**src/rtl/host_loader_pkg.sv**
```systemverilog
// Shared definitions for the host loader: command and status byte codes and the
// control state encoding.
package host_loader_pkg;

  localparam logic [7:0] CMD_WRITE = 8'h01;
  localparam logic [7:0] CMD_READ  = 8'h02;
  localparam logic [7:0] CMD_RUN   = 8'h03;

  localparam logic [7:0] ST_OK     = 8'hA5;
  localparam logic [7:0] ST_BADCMD = 8'hEE;

  // Header after CMD: 3 address bytes then 2 length bytes, MSB first.
  localparam logic [2:0] HDR_LAST_ADDR = 3'd2;
  localparam logic [2:0] HDR_LAST     = 3'd4;

  typedef enum logic [3:0] {
    S_IDLE,
    S_HDR,
    S_WR_BYTE,
    S_WR_MEM,
    S_RD_MEM,
    S_RD_WAIT,
    S_RD_TX,
    S_RUN,
    S_STATUS
  } state_e;

  function automatic logic is_mem_cmd(input logic [7:0] cmd);
    return (cmd == CMD_WRITE) || (cmd == CMD_READ);
  endfunction

endpackage

```
**src/rtl/host_loader_if.sv**
```systemverilog
// Host-link, SRAM master and tester-control signals of the host loader.
// Byte links: a byte moves on a rising edge where valid && ready; the sender holds data
// stable while valid is high and ready is low. SRAM: read/write held until waitrequest=0.
interface host_loader_if #(
  parameter int ADDR_WIDTH = 20,
  parameter int DATA_WIDTH = 16,
  parameter int BE_WIDTH   = DATA_WIDTH / 8
);
  logic [7:0]            rx_data;
  logic                  rx_valid;
  logic                  rx_ready;
  logic [7:0]            tx_data;
  logic                  tx_valid;
  logic                  tx_ready;
  logic [ADDR_WIDTH-1:0] address;
  logic [BE_WIDTH-1:0]   byteenable;
  logic                  read;
  logic [DATA_WIDTH-1:0] readdata;
  logic                  readdataready;
  logic                  write;
  logic [DATA_WIDTH-1:0] writedata;
  logic                  waitrequest;
  logic                  tester_enable;
  logic                  tester_done;
  logic                  bus_owner;

  modport master (
    input  rx_data, rx_valid, tx_ready, readdata, readdataready, waitrequest, tester_done,
    output rx_ready, tx_data, tx_valid, address, byteenable, read, write, writedata,
           tester_enable, bus_owner
  );

  modport slave (
    output rx_data, rx_valid, tx_ready, readdata, readdataready, waitrequest, tester_done,
    input  rx_ready, tx_data, tx_valid, address, byteenable, read, write, writedata,
           tester_enable, bus_owner
  );
endinterface

```
**src/rtl/host_byte_packer.sv**
```systemverilog
// Joins two host bytes (hi first) into a 16-bit SRAM word and splits a word back into
// its hi/lo bytes for transmission.
module host_byte_packer (
  input  logic        clock,
  input  logic        reset_n,
  input  logic        load_hi_i,
  input  logic [7:0]  byte_i,
  input  logic [15:0] word_i,
  output logic [15:0] word_o,
  output logic [7:0]  hi_o,
  output logic [7:0]  lo_o
);
  logic [7:0] hi_q;

  always_ff @(posedge clock or negedge reset_n) begin
    if (!reset_n) begin
      hi_q <= 8'h00;
    end else if (load_hi_i) begin
      hi_q <= byte_i;
    end
  end

  assign word_o = {hi_q, byte_i};
  assign hi_o   = word_i[15:8];
  assign lo_o   = word_i[7:0];
endmodule

```
**src/rtl/host_loader.sv**
```systemverilog
// Host command decoder: WRITE/READ move words between the host link and test SRAM,
// RUN hands the SRAM to the tester until it reports done. Each command ends in one status byte.
module host_loader
  import host_loader_pkg::*;
#(
  parameter int ADDR_WIDTH = 20
) (
  input  logic           clock,
  input  logic           reset_n,
  host_loader_if.master  host_io,
  output state_e         state_o
);
  state_e                state_q, state_d;
  logic [2:0]            hdr_cnt_q, hdr_cnt_d;
  logic [7:0]            cmd_q, cmd_d;
  logic [15:0]           len_q, len_d;
  logic [ADDR_WIDTH-1:0] address_q, address_d;
  logic [15:0]           writedata_q, writedata_d;
  logic [15:0]           rdata_q, rdata_d;
  logic [7:0]            tx_data_q, tx_data_d;
  logic                  byte_sel_q, byte_sel_d;
  logic                  run_first_q, run_first_d;
  logic                  armed_q;

  logic        rx_ready, tx_valid, rx_fire, tx_fire, load_hi;
  logic [15:0] len_shift, len_dec, pk_word, unpack_src;
  logic [7:0]  pk_hi, pk_lo;

  host_byte_packer u_packer (
    .clock     (clock),
    .reset_n   (reset_n),
    .load_hi_i (load_hi),
    .byte_i    (host_io.rx_data),
    .word_i    (unpack_src),
    .word_o    (pk_word),
    .hi_o      (pk_hi),
    .lo_o      (pk_lo)
  );

  // armed_q keeps rx_ready low while in reset and for the first cycle after it.
  assign rx_ready   = armed_q && (state_q inside {S_IDLE, S_HDR, S_WR_BYTE});
  assign tx_valid   = state_q inside {S_RD_TX, S_STATUS};
  assign rx_fire    = host_io.rx_valid && rx_ready;
  assign tx_fire    = tx_valid && host_io.tx_ready;
  assign len_shift  = {len_q[7:0], host_io.rx_data};
  assign len_dec    = len_q - 16'd1;
  assign unpack_src = (state_q == S_RD_WAIT) ? host_io.readdata : rdata_q;

  always_comb begin
    state_d     = state_q;
    hdr_cnt_d   = hdr_cnt_q;
    cmd_d       = cmd_q;
    len_d       = len_q;
    address_d   = address_q;
    writedata_d = writedata_q;
    rdata_d     = rdata_q;
    tx_data_d   = tx_data_q;
    byte_sel_d  = byte_sel_q;
    run_first_d = run_first_q;
    load_hi     = 1'b0;

    case (state_q)
      S_IDLE: begin
        if (rx_fire) begin
          cmd_d = host_io.rx_data;
          if (is_mem_cmd(host_io.rx_data)) begin
            hdr_cnt_d = 3'd0;
            state_d   = S_HDR;
          end else if (host_io.rx_data == CMD_RUN) begin
            run_first_d = 1'b1;
            state_d     = S_RUN;
          end else begin
            tx_data_d = ST_BADCMD;
            state_d   = S_STATUS;
          end
        end
      end
      S_HDR: begin
        if (rx_fire) begin
          hdr_cnt_d = hdr_cnt_q + 3'd1;
          // Shifting through ADDR_WIDTH bits drops address bits above the SRAM range.
          if (hdr_cnt_q <= HDR_LAST_ADDR) begin
            address_d = ADDR_WIDTH'({address_q, host_io.rx_data});
          end else begin
            len_d = len_shift;
          end
          if (hdr_cnt_q == HDR_LAST) begin
            byte_sel_d = 1'b0;
            if (len_shift == 16'd0) begin
              tx_data_d = ST_OK;
              state_d   = S_STATUS;
            end else if (cmd_q == CMD_WRITE) begin
              state_d = S_WR_BYTE;
            end else begin
              state_d = S_RD_MEM;
            end
          end
        end
      end
      S_WR_BYTE: begin
        if (rx_fire) begin
          if (!byte_sel_q) begin
            load_hi    = 1'b1;
            byte_sel_d = 1'b1;
          end else begin
            writedata_d = pk_word;
            byte_sel_d  = 1'b0;
            state_d     = S_WR_MEM;
          end
        end
      end
      S_WR_MEM: begin
        if (!host_io.waitrequest) begin
          address_d = address_q + 1'b1;
          len_d     = len_dec;
          if (len_dec == 16'd0) begin
            tx_data_d = ST_OK;
            state_d   = S_STATUS;
          end else begin
            state_d = S_WR_BYTE;
          end
        end
      end
      S_RD_MEM: begin
        if (!host_io.waitrequest) begin
          state_d = S_RD_WAIT;
        end
      end
      S_RD_WAIT: begin
        if (host_io.readdataready) begin
          rdata_d    = host_io.readdata;
          tx_data_d  = pk_hi;
          byte_sel_d = 1'b0;
          state_d    = S_RD_TX;
        end
      end
      S_RD_TX: begin
        if (tx_fire) begin
          if (!byte_sel_q) begin
            tx_data_d  = pk_lo;
            byte_sel_d = 1'b1;
          end else begin
            byte_sel_d = 1'b0;
            address_d  = address_q + 1'b1;
            len_d      = len_dec;
            if (len_dec == 16'd0) begin
              tx_data_d = ST_OK;
              state_d   = S_STATUS;
            end else begin
              state_d = S_RD_MEM;
            end
          end
        end
      end
      S_RUN: begin
        // A done level already present on entry belongs to a previous run; skip one cycle.
        run_first_d = 1'b0;
        if (!run_first_q && host_io.tester_done) begin
          tx_data_d = ST_OK;
          state_d   = S_STATUS;
        end
      end
      S_STATUS: begin
        if (tx_fire) begin
          state_d = S_IDLE;
        end
      end
      default: state_d = S_IDLE;
    endcase
  end

  always_ff @(posedge clock or negedge reset_n) begin
    if (!reset_n) begin
      state_q     <= S_IDLE;
      hdr_cnt_q   <= 3'd0;
      cmd_q       <= 8'h00;
      len_q       <= 16'd0;
      address_q   <= '0;
      writedata_q <= 16'h0000;
      rdata_q     <= 16'h0000;
      tx_data_q   <= 8'h00;
      byte_sel_q  <= 1'b0;
      run_first_q <= 1'b0;
      armed_q     <= 1'b0;
    end else begin
      state_q     <= state_d;
      hdr_cnt_q   <= hdr_cnt_d;
      cmd_q       <= cmd_d;
      len_q       <= len_d;
      address_q   <= address_d;
      writedata_q <= writedata_d;
      rdata_q     <= rdata_d;
      tx_data_q   <= tx_data_d;
      byte_sel_q  <= byte_sel_d;
      run_first_q <= run_first_d;
      armed_q     <= 1'b1;
    end
  end

  assign host_io.rx_ready      = rx_ready;
  assign host_io.tx_valid      = tx_valid;
  assign host_io.tx_data       = tx_data_q;
  assign host_io.address       = address_q;
  assign host_io.writedata     = writedata_q;
  assign host_io.read          = (state_q == S_RD_MEM);
  assign host_io.write         = (state_q == S_WR_MEM);
  assign host_io.byteenable    = (host_io.read || host_io.write) ? '1 : '0;
  assign host_io.tester_enable = (state_q == S_RUN);
  assign host_io.bus_owner     = (state_q != S_RUN);
  assign state_o               = state_q;
endmodule
```
**src/flat_wrapper.sv**
```systemverilog
// flat-port wrapper written by rule: the top's interface ports become plain ports
module host_loader_flat import host_loader_pkg::*;
#(
  parameter int ADDR_WIDTH = 20
)
  (clock, reset_n, state_o, host_io_rx_data, host_io_rx_valid, host_io_tx_ready, host_io_readdata, host_io_readdataready, host_io_waitrequest, host_io_tester_done, host_io_rx_ready, host_io_tx_data, host_io_tx_valid, host_io_address, host_io_byteenable, host_io_read, host_io_write, host_io_writedata, host_io_tester_enable, host_io_bus_owner);
  host_loader_if #(.ADDR_WIDTH(ADDR_WIDTH)) host_io_i ();
  input  logic clock;
  input  logic reset_n;
  output state_e state_o;
  input wire logic [$bits(host_io_i.rx_data)-1:0] host_io_rx_data;
  input wire logic [$bits(host_io_i.rx_valid)-1:0] host_io_rx_valid;
  input wire logic [$bits(host_io_i.tx_ready)-1:0] host_io_tx_ready;
  input wire logic [$bits(host_io_i.readdata)-1:0] host_io_readdata;
  input wire logic [$bits(host_io_i.readdataready)-1:0] host_io_readdataready;
  input wire logic [$bits(host_io_i.waitrequest)-1:0] host_io_waitrequest;
  input wire logic [$bits(host_io_i.tester_done)-1:0] host_io_tester_done;
  output wire logic [$bits(host_io_i.rx_ready)-1:0] host_io_rx_ready;
  output wire logic [$bits(host_io_i.tx_data)-1:0] host_io_tx_data;
  output wire logic [$bits(host_io_i.tx_valid)-1:0] host_io_tx_valid;
  output wire logic [$bits(host_io_i.address)-1:0] host_io_address;
  output wire logic [$bits(host_io_i.byteenable)-1:0] host_io_byteenable;
  output wire logic [$bits(host_io_i.read)-1:0] host_io_read;
  output wire logic [$bits(host_io_i.write)-1:0] host_io_write;
  output wire logic [$bits(host_io_i.writedata)-1:0] host_io_writedata;
  output wire logic [$bits(host_io_i.tester_enable)-1:0] host_io_tester_enable;
  output wire logic [$bits(host_io_i.bus_owner)-1:0] host_io_bus_owner;
  assign host_io_i.rx_data = host_io_rx_data;
  assign host_io_i.rx_valid = host_io_rx_valid;
  assign host_io_i.tx_ready = host_io_tx_ready;
  assign host_io_i.readdata = host_io_readdata;
  assign host_io_i.readdataready = host_io_readdataready;
  assign host_io_i.waitrequest = host_io_waitrequest;
  assign host_io_i.tester_done = host_io_tester_done;
  assign host_io_rx_ready = host_io_i.rx_ready;
  assign host_io_tx_data = host_io_i.tx_data;
  assign host_io_tx_valid = host_io_i.tx_valid;
  assign host_io_address = host_io_i.address;
  assign host_io_byteenable = host_io_i.byteenable;
  assign host_io_read = host_io_i.read;
  assign host_io_write = host_io_i.write;
  assign host_io_writedata = host_io_i.writedata;
  assign host_io_tester_enable = host_io_i.tester_enable;
  assign host_io_bus_owner = host_io_i.bus_owner;
  host_loader #(.ADDR_WIDTH(ADDR_WIDTH)) u_core (.clock(clock), .reset_n(reset_n), .host_io(host_io_i), .state_o(state_o));
endmodule
```
**config.mk**
```make
export PLATFORM = sky130hd
export DESIGN_NAME = host_loader_flat
export DESIGN_NICKNAME = d
export VERILOG_FILES = /design/src/rtl/host_loader_pkg.sv /design/src/rtl/host_loader_if.sv /design/src/rtl/host_byte_packer.sv /design/src/rtl/host_loader.sv /design/src/flat_wrapper.sv
export SDC_FILE = /design/constraint.sdc
export NUM_CORES = 1
export LEC_CHECK = 0
export CORE_MARGIN = 2
export CORE_UTILIZATION = 56
export CTS_BUF_LIST = sky130_fd_sc_hd__clkbuf_4
export DETAILED_ROUTE_END_ITERATION = 7
export GPL_TIMING_DRIVEN = 0
export PLACE_DENSITY = 0.79
export RECOVER_POWER = 50
export SLEW_MARGIN = 40
export SYNTH_ARGS = -nofsm -noshare
export SYNTH_HDL_FRONTEND = slang
export SYNTH_SLANG_ARGS = --single-unit
```
**constraint.sdc**
```tcl
create_clock -name clock -period 3.2 [get_ports clock]
set_input_delay 0.64 -clock clock [delete_from_list [all_inputs] [get_ports clock]]
set_output_delay 0.64 -clock clock [all_outputs]
set_load 0.02 [all_outputs]
```
==> impl_metrics.tcl, run 1 <==
set metrics [dict create \
    critPathBufInv 3 \
    initial_core_util_pct 57.0 \
    drc 0 \
    vias 5351 \
    postSynthNetCount 648 \
    drv_slew 40 \
    crit_chain "buf_2 > clkbuf_2 > nand2b_1 > nor2_1 > a21oi_1 > nor2_1 > clkdlybuf4s50_1" \
    core_mm2 0.00964 \
    worst_ir_drop_vdd_v 0.000464 \
    synthTopCellsByCount "dfrtp_1 (94), a21oi_1 (67), nor2_1 (67), nand2_1 (47), mux2_2 (43)" \
    syn_inst 611 \
    grt_usage_pct 30.0 \
    tns_ns 0 \
    rsz0062_at_grt "yes" \
    drt-total-wl_mm 15.5 \
    drive_above_1_share_pct 14.0 \
    cts.htree.levels 3 \
    final_cell_count_no_fill 846 \
    placed_area_mm2 0.00655 \
    synth_edf_count 0 \
    power_uw 4910 \
    worstMarginPinSlew_ns 2.26 \
    fillers 780 \
    leakage_uw 0.00278 \
    hp-class "register to register" \
    power_density_mw_per_mm2 730 \
    seq_area_frac_synth_pct 42.8 \
    critPathArrivalTime_ns 2.44 \
    cts-root-buf "clkbuf_4" \
    ys_top_cells_by_area "dfrtp_1 (43%), mux2_2 (8.8%), a21oi_1 (6.1%), nor2_1 (4.6%), o21ai_0 (3.6%)" \
    synth_top_cell_area_share_pct 42.8 \
    die_w_um 103 \
    start_kind "register" \
    drt_iter0_drc 310 \
    finalSetupViolations 0 \
    yosysMostFrequentCell "dfrtp_1" \
    maxCapViolCount 1 \
    clockBufferDepth 2 \
    cts.reportedPaths.clkPinSlew_ns 0.18 \
    synth_warnings 0 \
    period_needed_ns 3.08 \
    cts_buffers 9 \
    portBuffers 85 \
    wl_per_cell_um 18.4 \
    antenna_found_initial 0 \
    grt_overflow 0 \
    worstPathRequired_ns 2.56 \
    syn_to_final_growth_pct 22.5 \
    timing_worst_setup_path_type "register to output pin" \
    syn-cell-area_mm2 0.00549 \
    yosysTopAreaCell "dfrtp_1" \
    status "finished, violations left" \
    finalHoldViolations 0 \
    vias_per_cell 6.33 \
    nets 745 \
    ys_dominant_reg_cell "dfrtp_1" \
    dr.pass1.iters 6 \
    path_max_fanout 10 \
    grt_pass1_vias 4856 \
    cts_tree "done" \
    ant_nets 0 \
    end_kind "output pin" \
    async_flop_share_pct 100 \
    whs_ns 0.517 \
    ys_ff_latch 94 \
    post-route-period-util_pct 96.1 \
    std_cell_rows 36 \
    grt_pass1_wl_mm 24.6 \
    critPathTopFamily "buffers and inverters" \
    dp_cells 830 \
    clock_sinks 94 \
    io_pins 87 \
    clk_latency_ns 0.50 \
    path_common_cell "nor2_1" \
    die_height_um 103 \
    n_antenna_cell 0 \
    max_stage_delay_ns 0.61 \
    synth_area_per_cell_um2 8.99 \
    max_slew_margin_pct -50.5 \
    dpl.hpwl_mm 10.9 \
    fp.dieArea_mm2 0.0106 \
    grt_max_degree 56 \
    violations "max-capacitance violations, max-slew violations" \
    place_congestion 0.944 \
    final_area_mm2 0.00673 \
    cpMaxStageDelayCell "clkdlybuf4s50_1" \
    synth_cell_types 68 \
    finClkSkew_ns 0.0218 \
    fmax_mhz 325 \
]
[final cells by class]
| cell class | count | area, um^2 | share of cell area, % |
|---|---|---|---|
| well taps | 133 | 166 | 2.47 |
| clock inverters | 7 | 85.1 | 1.26 |
| clock buffers | 9 | 67.6 | 1.00 |
| inverters | 11 | 41.3 | 0.614 |
| multi-input cells | 459 | 2920 | 43.4 |
| flip-flops and latches | 94 | 2350 | 35.0 |
| plain buffers | 46 | 208 | 3.09 |
| repair buffers | 87 | 885 | 13.2 |
[flip-flops by register name, indices dropped and copies added, names as in the netlist]
name / cells
u_core.armed_q: 1
u_core.byte_sel_q: 1
u_core.hdr_cnt_q: 3
u_core.state_o: 4
u_core.len_q: 16
u_core.u_packer.hi_q: 8
u_core.run_first_q: 1
u_core.rdata_q: 8
u_core.cmd_q: 8
u_core.host_io.address: 20
u_core.host_io.tx_data: 8
u_core.host_io.writedata: 16
[metrics by stage]
| stage | utilization [%] | worst slack [ns] |
|---|---|---|
| global route | 69.8 | -0.0182 |
| finish | 69.8 | 0.124 |
| global placement | 67.5 | -1.98 |
| floorplan | - | 0.771 |
| detailed placement | 67.9 | -0.243 |
| CTS | 69.6 | 0.0217 |
[cells by family (layout without fill, tap and decap cells)]
logic type	count (synthesis)	after routing	synth area share, %
XOR/XNOR	6	6	0.957
AND/OR/NAND/NOR	227	227	21.6
adder cells (fa/ha/maj)	6	6	1.37
flip-flops	94	94	42.8
buffers and inverters	58	160	4.49
other	1	1	0.0683
multiplexers	43	43	8.82
AO/OA/AOI/OAI	176	176	19.8
[layer usage]
layer	up-vias	wire length [um]	track usage, %
met4	0	302	10.5
met1	2589	6530	42.1
met3	31	1310	5.08
li1	2439	-	-
met2	292	7390	47.2
met5	-	0	0
[layout by cell type, fill, tap and decap left out, types with 5 or more instances in the layout]
master and instances:
a21oi_1 66, buf_2 14, clkbuf_1 24, clkbuf_2 5
clkbuf_4 9, clkdlybuf4s50_1 57, dfrtp_1 93, dlygate4sd3_1 27
ha_1 6, inv_1 11, mux2_2 43, nand2_1 47
nand2b_1 7, nand3_1 20, nand4_1 16, nand4b_1 5
nor2_1 66, nor3_1 13, nor3b_1 9, nor4_1 5
o21ai_0 40, o22a_1 7, o22ai_1 10, xor2_1 6
[worst paths after layout]
kind | startpoint | end | slack [ns] | depth (start not counted)
worst max-delay path | u_core.state_o[2] | host_io_tx_valid | 0.12 | 7
worst min-delay path | u_core.host_io.writedata[9] | u_core.host_io.writedata[9] | 0.52 | 1
worst max register to register | u_core.state_o[0] | u_core.len_q[0] | 0.32 | 9
worst min register to register | u_core.host_io.writedata[9] | u_core.host_io.writedata[9] | 0.52 | 1
max in group asynchronous | reset_n | u_core.cmd_q[2] | 0.57 | 2
min in group asynchronous | reset_n | u_core.state_o[0] | 1.34 | 2
[where the power goes]
group | internal [uW] | switching (uW)
clock network | 257 | 475
registers | 1520 | 359
logic | 1010 | 1290
[timing repair]
item                                   4_1_cts  5_1_grt
endpoints found under the hold margin        6        0
pin swaps                                    0        0
setup buffers                                0        0
hold buffers                                 1        0
gates resized for setup                      3       12
setup endpoints to repair                    3       11
No activity file was read; power rests on OpenSTA's default activity.
==> inputs of run 2 (changes only) <==
- CAP_MARGIN: not set -> 20
- CORE_MARGIN: 2 -> not set
- CORE_UTILIZATION: 56 -> 50
- PLACE_DENSITY: 0.79 -> 0.74
- clock period: 3.2 -> 2.75 ns (I/O delays scaled with it)
==> run 2 against run 1 <==
Net effect:
- the run now ends clean
- non-clock buffer count up 2
- sequential power increased by 17%
- design area rose by 1.4%
- clock power grew 21%
- routed wire length up 1.7%
- clock skew grew 0.0031 ns
- die area up 7.5%
- core utilization shrank 4.9 points
- combinational power up 19%
- largest cell class unchanged
- highest routed layer unchanged
==> impl_metrics.tcl, run 2 (synthesis gave the netlist of run 1 again) <==
set metrics [dict create \
    status "completed" \
    max_stage_delay_ns 0.59 \
    antenna_found_initial 1 \
    grt_pass1_wl_mm 25.3 \
    post-route-period-util_pct 97.2 \
    grt_max_degree 53 \
    ant_nets 0 \
    setup_ws_ns 0.0768 \
    cpMaxStageDelayCell "clkdlybuf4s50_1" \
    largest_register_ffs 20 \
    dpl.hpwl_mm 11.3 \
    timing_worst_setup_path_type "register to output pin" \
    fmax_mhz 374 \
    std_cell_rows 37 \
    worstMarginPinSlew_ns 1.07 \
    reg2reg_depth 9 \
    finalSetupViolations 0 \
    die_w_um 107 \
    worst_ir_drop_vdd_v 0.000509 \
    die_height_um 107 \
    portBuffers 85 \
    end_kind "output pin" \
    hp-class "register to register" \
    rsz0062_at_grt "yes" \
    final_cell_count_no_fill 852 \
    cts.htree.levels 3 \
    syn_to_final_growth_pct 24.2 \
    drive_above_1_share_pct 16.9 \
    placed_area_mm2 0.00654 \
    cts_buffers 9 \
    final_common_cell "dfrtp_1" \
    dp_cells 833 \
    utilization_pct 64.9 \
    drt-total-wl_mm 15.8 \
    leakage_uw 0.00281 \
    core_mm2 0.0105 \
    grt_overflow 0 \
    period_needed_ns 2.67 \
    clock_sinks 94 \
    nets 747 \
    drc 0 \
    start_kind "register" \
    cts.reportedPaths.clkPinSlew_ns 0.15 \
    vias_per_cell 6.23 \
    whs_path_depth 1 \
    critPathBufInv 2 \
    finalHoldViolations 0 \
    crit_chain "clkbuf_2 > nor2_4 > and3_1 > clkdlybuf4s50_1" \
    initial_core_util_pct 52.3 \
    power_density_mw_per_mm2 853 \
    wl_per_cell_um 18.5 \
    worstPathRequired_ns 2.20 \
    io_pins 87 \
    mostFrequentLayoutCells "dfrtp_1 (92), a21oi_1 (65), nor2_1 (63)" \
    cts-root-buf "clkbuf_4" \
    max_slew_margin_pct 28.4 \
    cts_tree "done" \
    dpl_worst_slack_ns -0.635 \
    vias 5307 \
    grt_pass1_vias 5059 \
    finClkSkew_ns 0.0249 \
    dr.pass1.iters 5 \
    drt_iter0_drc 458 \
    clockBufferDepth 2 \
    drv_slew 0 \
    fillers 904 \
    critPathArrivalTime_ns 2.12 \
    tns_ns 0 \
    cp.depth 4 \
    maxCapViolCount 0 \
    critPathTopFamily "buffers and inverters" \
    clk_latency_ns 0.46 \
    fp.dieArea_mm2 0.0114 \
    path_max_fanout 10 \
    place_congestion 0.934 \
    final_area_mm2 0.00682 \
    grt_usage_pct 28.4 \
]
## run 2: changes by cell type in the layout (fill, tap and decap cells not counted), moves of 3 or more
cell	before	now
buf_4	1	6
clkbuf_1	24	15
clkbuf_2	5	11
clkbuf_4	9	14
clkdlybuf4s50_1	57	54
inv_6	4	1
nor2_1	66	63
## run 2: timing repair
action,in CTS,in global routing
pin swaps,0,1
buffers inserted,0,4
endpoints found under the setup margin,28,59
gates resized for setup,22,29
hold endpoints to repair,33,0
hold buffers,1,0
## run 2: report_power, final
group | switching (uW) | total [uW] | internal [uW] | leakage (uW)
combinational | 1530 | 2730 | 1200 | 0.00150
clock | 497 | 885 | 387 | 0.0000889
sequential | 431 | 2200 | 1770 | 0.00122
total | 2460 | 5820 | 3360 | 0.00281
## run 2: layer usage
metal	track usage [%]	up-vias	wire length (um)
met5	0	-	0
met3	5.84	28	1270
met2	45.3	277	7530
li1	-	2443	-
met4	11.1	0	286
met1	38.1	2559	6710
## run 2: cell type report
| type | count | area [um^2] | area share (%) |
|---|---|---|---|
| Antenna cell | 1 | 2.50 | 0.0367 |
| Buffer | 44 | 216 | 3.17 |
| Clock buffer | 10 | 75.1 | 1.10 |
| Clock inverter | 6 | 92.6 | 1.36 |
| Inverter | 11 | 41.3 | 0.606 |
| Multi-Input combinational cell | 459 | 2990 | 43.8 |
| Sequential cell | 94 | 2350 | 34.5 |
| Tap cell | 136 | 170 | 2.50 |
| Timing Repair Buffer | 91 | 881 | 12.9 |
## run 2: stage by stage
step	hold slack, ns	power, uW
after global placement	0.478	4780
after detailed placement	0.491	4860
after floorplan	0.254	3870
final	0.518	5820
after CTS	0.523	5780
after global routing	0.534	6200
## run 2: worst paths after layout
path                                              from                           to  slack [ns]
max in group asynchronous                      reset_n              u_core.cmd_q[7]        0.58
hold / removal             u_core.host_io.writedata[2]  u_core.host_io.writedata[2]        0.52
min in group asynchronous                      reset_n            u_core.rdata_q[4]        0.79
hold reg to reg            u_core.host_io.writedata[2]  u_core.host_io.writedata[2]        0.52
setup / recovery                     u_core.state_o[3]             host_io_rx_ready        0.08
setup reg to reg                     u_core.state_o[1]              u_core.len_q[9]        0.18
